[config.mk]
export PLATFORM = sky130hd
export DESIGN_NAME = instr_ram_prefetch
export DESIGN_NICKNAME = d
export VERILOG_FILES = /design/src/rtl/instr_fetch_pkg.sv /design/src/rtl/instr_prefetch_fifo.sv /design/src/rtl/instr_ram_prefetch.sv
export SDC_FILE = /design/constraint.sdc
export NUM_CORES = 1
export LEC_CHECK = 0
export CORE_MARGIN = 5
export CORE_UTILIZATION = 50
export DETAILED_ROUTE_END_ITERATION = 8
export PLACE_DENSITY = 0.77
export SYNTH_ARGS = -nofsm -noshare
export SYNTH_HDL_FRONTEND = slang
export SYNTH_SLANG_ARGS = --single-unit
[constraint.sdc]
create_clock -name clk -period 4.67 [get_ports clk]
set_input_delay 0.934 -clock clk [delete_from_list [all_inputs] [get_ports clk]]
set_output_delay 0.934 -clock clk [all_outputs]
set_load 0.05 [all_outputs]
[src/rtl/instr_fetch_pkg.sv]
// Shared definitions for the instruction prefetch block: fetch FSM states,
// the per-read address step and a sizing helper for the buffer occupancy counter.
package instr_fetch_pkg;

    typedef enum logic {
        ST_IDLE = 1'b0,
        ST_RUN  = 1'b1
    } fetch_state_t;

    // Byte distance between consecutive instruction words.
    localparam int unsigned WORD_INCR = 4;

    // The occupancy counter must represent 0..depth inclusive.
    function automatic int fifo_count_width(input int depth);
        return $clog2(depth) + 1;
    endfunction

endpackage

[src/rtl/instr_prefetch_fifo.sv]
// Show-ahead synchronous FIFO holding fetched words together with their byte addresses.
// Flush empties the buffer on the same edge and overrides any coinciding push or pop.
module instr_prefetch_fifo
    import instr_fetch_pkg::*;
#(
    parameter int DATA_WIDTH = 32,
    parameter int ADDR_WIDTH = 15,
    parameter int DEPTH      = 2,
    localparam int PTR_W     = $clog2(DEPTH),
    localparam int CNT_W     = fifo_count_width(DEPTH)
) (
    input  logic                  clk,
    input  logic                  srst,
    input  logic                  flush,
    input  logic                  push,
    input  logic [DATA_WIDTH-1:0] push_data,
    input  logic [ADDR_WIDTH-1:0] push_addr,
    input  logic                  pop,
    output logic                  valid,
    output logic [DATA_WIDTH-1:0] head_data,
    output logic [ADDR_WIDTH-1:0] head_addr,
    output logic [CNT_W-1:0]      count
);

    logic [DATA_WIDTH-1:0] data_mem_reg [DEPTH];
    logic [ADDR_WIDTH-1:0] addr_mem_reg [DEPTH];
    logic [PTR_W-1:0]      wr_ptr_reg;
    logic [PTR_W-1:0]      rd_ptr_reg;
    logic [CNT_W-1:0]      count_reg;
    logic                  push_en;
    logic                  pop_en;
    logic [DEPTH-1:0]      wr_sel;

    // Push into a full buffer and pop from an empty one are both refused here,
    // so a misbehaving producer or consumer cannot corrupt the pointers.
    assign push_en = push && !flush && (count_reg != CNT_W'(DEPTH));
    assign pop_en  = pop  && !flush && (count_reg != '0);

    generate
        for (genvar gi = 0; gi < DEPTH; gi++) begin : g_wr_sel
            assign wr_sel[gi] = push_en && (wr_ptr_reg == PTR_W'(gi));
        end
    endgenerate

    always_ff @(posedge clk) begin
        if (srst) begin
            for (int i = 0; i < DEPTH; i++) begin
                data_mem_reg[i] <= '0;
                addr_mem_reg[i] <= '0;
            end
        end else begin
            for (int i = 0; i < DEPTH; i++) begin
                if (wr_sel[i]) begin
                    data_mem_reg[i] <= push_data;
                    addr_mem_reg[i] <= push_addr;
                end
            end
        end
    end

    always_ff @(posedge clk) begin
        if (srst || flush) begin
            wr_ptr_reg <= '0;
            rd_ptr_reg <= '0;
            count_reg  <= '0;
        end else begin
            if (push_en) begin
                wr_ptr_reg <= wr_ptr_reg + PTR_W'(1);
            end
            if (pop_en) begin
                rd_ptr_reg <= rd_ptr_reg + PTR_W'(1);
            end
            count_reg <= count_reg + CNT_W'(push_en) - CNT_W'(pop_en);
        end
    end

    assign valid     = (count_reg != '0);
    assign head_data = data_mem_reg[rd_ptr_reg];
    assign head_addr = addr_mem_reg[rd_ptr_reg];
    assign count     = count_reg;

endmodule

[src/rtl/instr_ram_prefetch.sv]
// Instruction prefetcher: streams sequential words from a single-port RAM read port
// into a small buffer, restarting on branch and discarding stale returning data.
module instr_ram_prefetch
    import instr_fetch_pkg::*;
#(
    parameter int ADDR_WIDTH = 15,
    parameter int DATA_WIDTH = 32,
    parameter int FIFO_DEPTH = 2
) (
    input  logic                    clk,
    input  logic                    rst_i,
    input  logic                    enable_i,
    input  logic                    branch_i,
    input  logic [ADDR_WIDTH-1:0]   branch_addr_i,
    output logic                    ram_en_o,
    output logic [ADDR_WIDTH-1:0]   ram_addr_o,
    output logic                    ram_we_o,
    output logic [DATA_WIDTH/8-1:0] ram_be_o,
    output logic [DATA_WIDTH-1:0]   ram_wdata_o,
    input  logic [DATA_WIDTH-1:0]   ram_rdata_i,
    output logic                    instr_valid_o,
    output logic [DATA_WIDTH-1:0]   instr_rdata_o,
    output logic [ADDR_WIDTH-1:0]   instr_addr_o,
    input  logic                    instr_ready_i
);

    localparam int CNT_W = fifo_count_width(FIFO_DEPTH);
    localparam int SUM_W = CNT_W + 1;
    localparam logic [ADDR_WIDTH-1:0] ADDR_STEP = ADDR_WIDTH'(WORD_INCR);

    fetch_state_t          state_reg, state_next;
    logic [ADDR_WIDTH-1:0] fetch_addr_reg, fetch_addr_next;
    logic                  ram_en_reg, ram_en_next;
    logic [ADDR_WIDTH-1:0] ram_addr_reg, ram_addr_next;
    logic                  inflight_reg, inflight_next;
    logic [ADDR_WIDTH-1:0] inflight_addr_reg, inflight_addr_next;
    logic                  stale_reg, stale_next;

    logic                  fifo_valid;
    logic [CNT_W-1:0]      fifo_count;
    logic                  push;
    logic                  pop;
    logic [SUM_W-1:0]      committed;
    logic                  room;
    logic [ADDR_WIDTH-1:0] branch_word;
    logic                  unused_addr_bits;

    assign branch_word      = {branch_addr_i[ADDR_WIDTH-1:2], 2'b00};
    assign unused_addr_bits = ^branch_addr_i[1:0];

    // Data returning this cycle belongs to the read issued last cycle; a branch
    // on that read's issue edge marks it stale so it never reaches the buffer.
    assign push = inflight_reg && !stale_reg;
    assign pop  = instr_valid_o && instr_ready_i;

    // Words that will occupy the buffer once everything already requested has
    // landed: buffered now, landing at this edge, and issued this cycle.
    assign committed = SUM_W'(fifo_count) + SUM_W'(push) + SUM_W'(ram_en_reg) - SUM_W'(pop);
    assign room      = (committed < SUM_W'(FIFO_DEPTH));

    always_ff @(posedge clk) begin
        if (rst_i) begin
            state_reg <= ST_IDLE;
        end else begin
            state_reg <= state_next;
        end
    end

    always_comb begin
        state_next = state_reg;
        if (branch_i) begin
            state_next = ST_RUN;
        end
    end

    always_comb begin
        ram_en_next        = 1'b0;
        ram_addr_next      = ram_addr_reg;
        fetch_addr_next    = fetch_addr_reg;
        inflight_next      = ram_en_reg;
        inflight_addr_next = ram_addr_reg;
        stale_next         = branch_i;
        if (branch_i) begin
            ram_en_next     = enable_i;
            ram_addr_next   = branch_word;
            fetch_addr_next = enable_i ? (branch_word + ADDR_STEP) : branch_word;
        end else if ((state_reg == ST_RUN) && enable_i && room) begin
            ram_en_next     = 1'b1;
            ram_addr_next   = fetch_addr_reg;
            fetch_addr_next = fetch_addr_reg + ADDR_STEP;
        end
    end

    always_ff @(posedge clk) begin
        if (rst_i) begin
            fetch_addr_reg    <= '0;
            ram_en_reg        <= 1'b0;
            ram_addr_reg      <= '0;
            inflight_reg      <= 1'b0;
            inflight_addr_reg <= '0;
            stale_reg         <= 1'b0;
        end else begin
            fetch_addr_reg    <= fetch_addr_next;
            ram_en_reg        <= ram_en_next;
            ram_addr_reg      <= ram_addr_next;
            inflight_reg      <= inflight_next;
            inflight_addr_reg <= inflight_addr_next;
            stale_reg         <= stale_next;
        end
    end

    instr_prefetch_fifo #(
        .DATA_WIDTH (DATA_WIDTH),
        .ADDR_WIDTH (ADDR_WIDTH),
        .DEPTH      (FIFO_DEPTH)
    ) u_fifo (
        .clk       (clk),
        .srst      (rst_i),
        .flush     (branch_i),
        .push      (push),
        .push_data (ram_rdata_i),
        .push_addr (inflight_addr_reg),
        .pop       (pop),
        .valid     (fifo_valid),
        .head_data (instr_rdata_o),
        .head_addr (instr_addr_o),
        .count     (fifo_count)
    );

    assign ram_en_o      = ram_en_reg;
    assign ram_addr_o    = ram_addr_reg;
    assign ram_we_o      = 1'b0;
    assign ram_be_o      = '1;
    assign ram_wdata_o   = '0;
    assign instr_valid_o = (state_reg == ST_RUN) && fifo_valid;

endmodule

==> impl_metrics.ini <==
[finish]
drive_gt1_share_pct = 14.84
largest_register_ff_count = 64
num-nets-final = 666
n_antenna_cell = 0
syn2layout_area_growth_pct = 28.81

[routing]
wl_met1_um = 5364
vias_per_cell = 5.112
dr_wl_met2_um = 6139
wirelength_um = 12580
highest_layer = met4
vias = 4028
drtIter0Drc = 256
drtAntennaViolNets = 0
drc_errors = 0
dr.pass1.iters = 5
met3_length_um = 998
post_drt_wl_per_cell_um = 15.97

[critical_path]
path_depth = 12
crit_chain = clkdlybuf4s50_1 > nand2_1 > inv_1 > ha_1 > inv_1 > ha_1 > a21o_1 > fa_1 > nand4b_1 > or4b_1 > or4_1 > a311oi_1
required_ps = 4980
cp_num_buf_inv = 3
reg2reg_depth = 12
critPathMaxStageDelay_ps = 570
critPathKind = primary input to flip-flop
cp.arrival_ps = 4200
worst-path-max-fanout = 3
reg2reg_from = u_fifo.count[1]
startpoint_type = primary input
cpLargestDelayFamily = simple AND/OR/NAND/NOR gates
timing.rr.end = fetch_addr_reg[11]
crit_path_end = fetch_addr_reg[11]
reg2reg_slack_ps = 1120
cpMaxStageDelayCell = or4b_1
crit_start = instr_ready_i
endpoint_kind = flip-flop

[yosys]
netlist_area_um2 = 6250
ys_seq_area_share_pct = 59.58
synthArstFlopShare_pct = 0
ys_ff_latch = 140
synth.avg_cell_area_um2 = 12.68
syn_inst = 493
ys.flop_type = edfxtp_1
synth_cell_types = 45
yosysWarnings = 0
synth_edf_count = 92

[clock_tree]
cts_sinks = 140
clockBufferDepth = 2
cts.clk_slew.worst_paths_ps = 60
cts_setup_buffers = 0
cts_resized = 0
cts_buffers = 17
clockRootBuffer = clkbuf_16
cts_hold_buffers = 0
clk_latency_ps = 400
h-tree-depth = 4
cts_tree = yes

[timing]
worst_pin_slew_ps = 1127
post-route-min-period_ps = 3891
relSlewSlack_pct = 24.90
max_freq_mhz = 257.0
drv_slew = 0
rsz0062_at_grt = no
layout_worst_path_cycle_share_pct = 83.32
setup_violations = 0
setup_tns_ps = 0
skew_ps = 9.387
finalHoldViolations = 0

[power_and_ir_drop]
leakagePower_uw = 0.003096
ir_drop_uv = 247.8
power_density_nw_per_um2 = 402.6
power_uw = 3241

[floorplan]
dieArea_um2 = 14840
io_pins = 153
die_x_um = 121.8
core_area_um2 = 12110
die_h_um = 121.8
core.rowCount = 40
initial_core_util_pct = 51.60

[grt]
antenna_found_initial = 0
grt_max_degree = 52
grt_pass1_wl_um = 20640
grt_overflow = 0
grt_usage_pct = 17.60
grt_pass1_vias = 4110

[placed_design]
dp.final_hpwl_um = 8345
gp_congestion = 0.9330
port_buffers = 111

[worst_hold_path]
hp-class = flip-flop to flip-flop

[status]
outcome = complete, no violations

[flow_run]
drv_cap = 0
[how the worst min path moves through the flow]
stage                             to               start  cells past startpoint  slack (ps)
5_1_grt         inflight_addr_reg[9]       ram_addr_o[9]                      1         510
6_report        inflight_addr_reg[8]       ram_addr_o[8]                      1         490
3_5_place_dp   inflight_addr_reg[11]      ram_addr_o[11]                      1         480
3_3_place_gp    inflight_addr_reg[9]       ram_addr_o[9]                      1         480
2_1_floorplan     fetch_addr_reg[11]  fetch_addr_reg[11]                      2         490
4_1_cts         inflight_addr_reg[8]       ram_addr_o[8]                      1         490
[power breakdown]
| group | internal (µW) | switching, µW | leakage, µW |
|---|---|---|---|
| clock | 947 | 499 | 0.000303 |
| sequential | 1380 | 28.7 | 0.00135 |
| combinational | 130 | 260 | 0.00144 |
| total | 2450 | 788 | 0.00310 |
[cells in the final DEF, fill, tap and decap left out, types with 3 or more instances in the layout]
cell and count:
and2_1 51, clkdlybuf4s50_1 111, o21ai_0 3, bufinv_16 5, nor3_1 11, or3_1 3
xor2_1 7, mux2i_1 15, clkinvlp_4 4, nand4_1 6, and4_1 5, a211oi_1 20
nor4b_1 3, xnor2_1 9, a21o_1 3, nand2_1 11, edfxtp_1 92, nand3_1 6
a21oi_1 5, inv_1 10, mux2_2 48, conb_1 41, clkbuf_16 17, nor4_1 6
nor2_1 21, ha_1 6, buf_4 8, nor2b_1 16, dfxtp_1 47
[final cells by class]
class	instances	area, µm²
Timing Repair Buffer	119	1171
Fill cell	943	4061
Tap cell	168	210.2
Sequential cell	140	3725
Clock buffer	17	425.4
Clock inverter	15	220.2
Inverter	11	41.29
Multi-Input combinational cell	318	2257
[cell usage after synthesis, types with 3 or more instances]
cell type / number / share of area (%)
a211oi_1: 20 / 2.4
a21o_1: 4 / 0.48
a21oi_1: 5 / 0.40
and2_1: 51 / 5.1
and4_1: 5 / 0.70
buf_4: 40 / 4.8
clkbuf_1: 19 / 1.1
dfxtp_1: 48 / 15
edfxtp_1: 92 / 44
ha_1: 6 / 1.2
inv_1: 10 / 0.60
mux2_2: 48 / 8.6
mux2i_1: 15 / 2.4
nand2_1: 11 / 0.66
nand3_1: 6 / 0.48
nand4_1: 6 / 0.60
nor2_1: 22 / 1.3
nor2b_1: 16 / 1.6
nor3_1: 11 / 0.88
nor4_1: 6 / 0.60
nor4b_1: 3 / 0.42
o21ai_0: 3 / 0.24
or3_1: 3 / 0.30
xnor2_1: 9 / 1.3
xor2_1: 7 / 0.98
[metrics by stage]
stage          hold slack, ps  std cells  worst slack, ps  instance area [µm²]  util [%]
2_1_floorplan           492.6        532            696.3                 6396         -
3_3_place_gp            476.0        756            415.2                 7405     61.14
3_5_place_dp            478.3        756            376.3                 7405     61.14
4_1_cts                 490.6        788            798.1                 8050     66.47
5_1_grt                 509.0        788            511.5                 8050     66.47
6_report                487.2        788            779.1                 8050     66.47
[metal layers]
| metal | vias up | GRT usage [%] |
|---|---|---|
| li1 | 1934 | - |
| met1 | 1939 | 23.20 |
| met2 | 147 | 28.80 |
| met3 | 8 | 4.968 |
| met4 | 0 | 4.552 |
| met5 | - | 0 |
[logic make-up after synthesis]
family | Yosys count | share of synthesized area, %
AOI/OAI and AO/OA | 41 | 4.685
muxes | 63 | 11.05
DFF | 140 | 59.58
and+or+nand+nor | 150 | 13.91
xor gates and xnor gates | 16 | 2.242
buffers and inverters | 74 | 6.887
adders and majority gates | 7 | 1.522
other | 2 | 0.1202
Note: power is estimated with default switching activity, not from simulation.
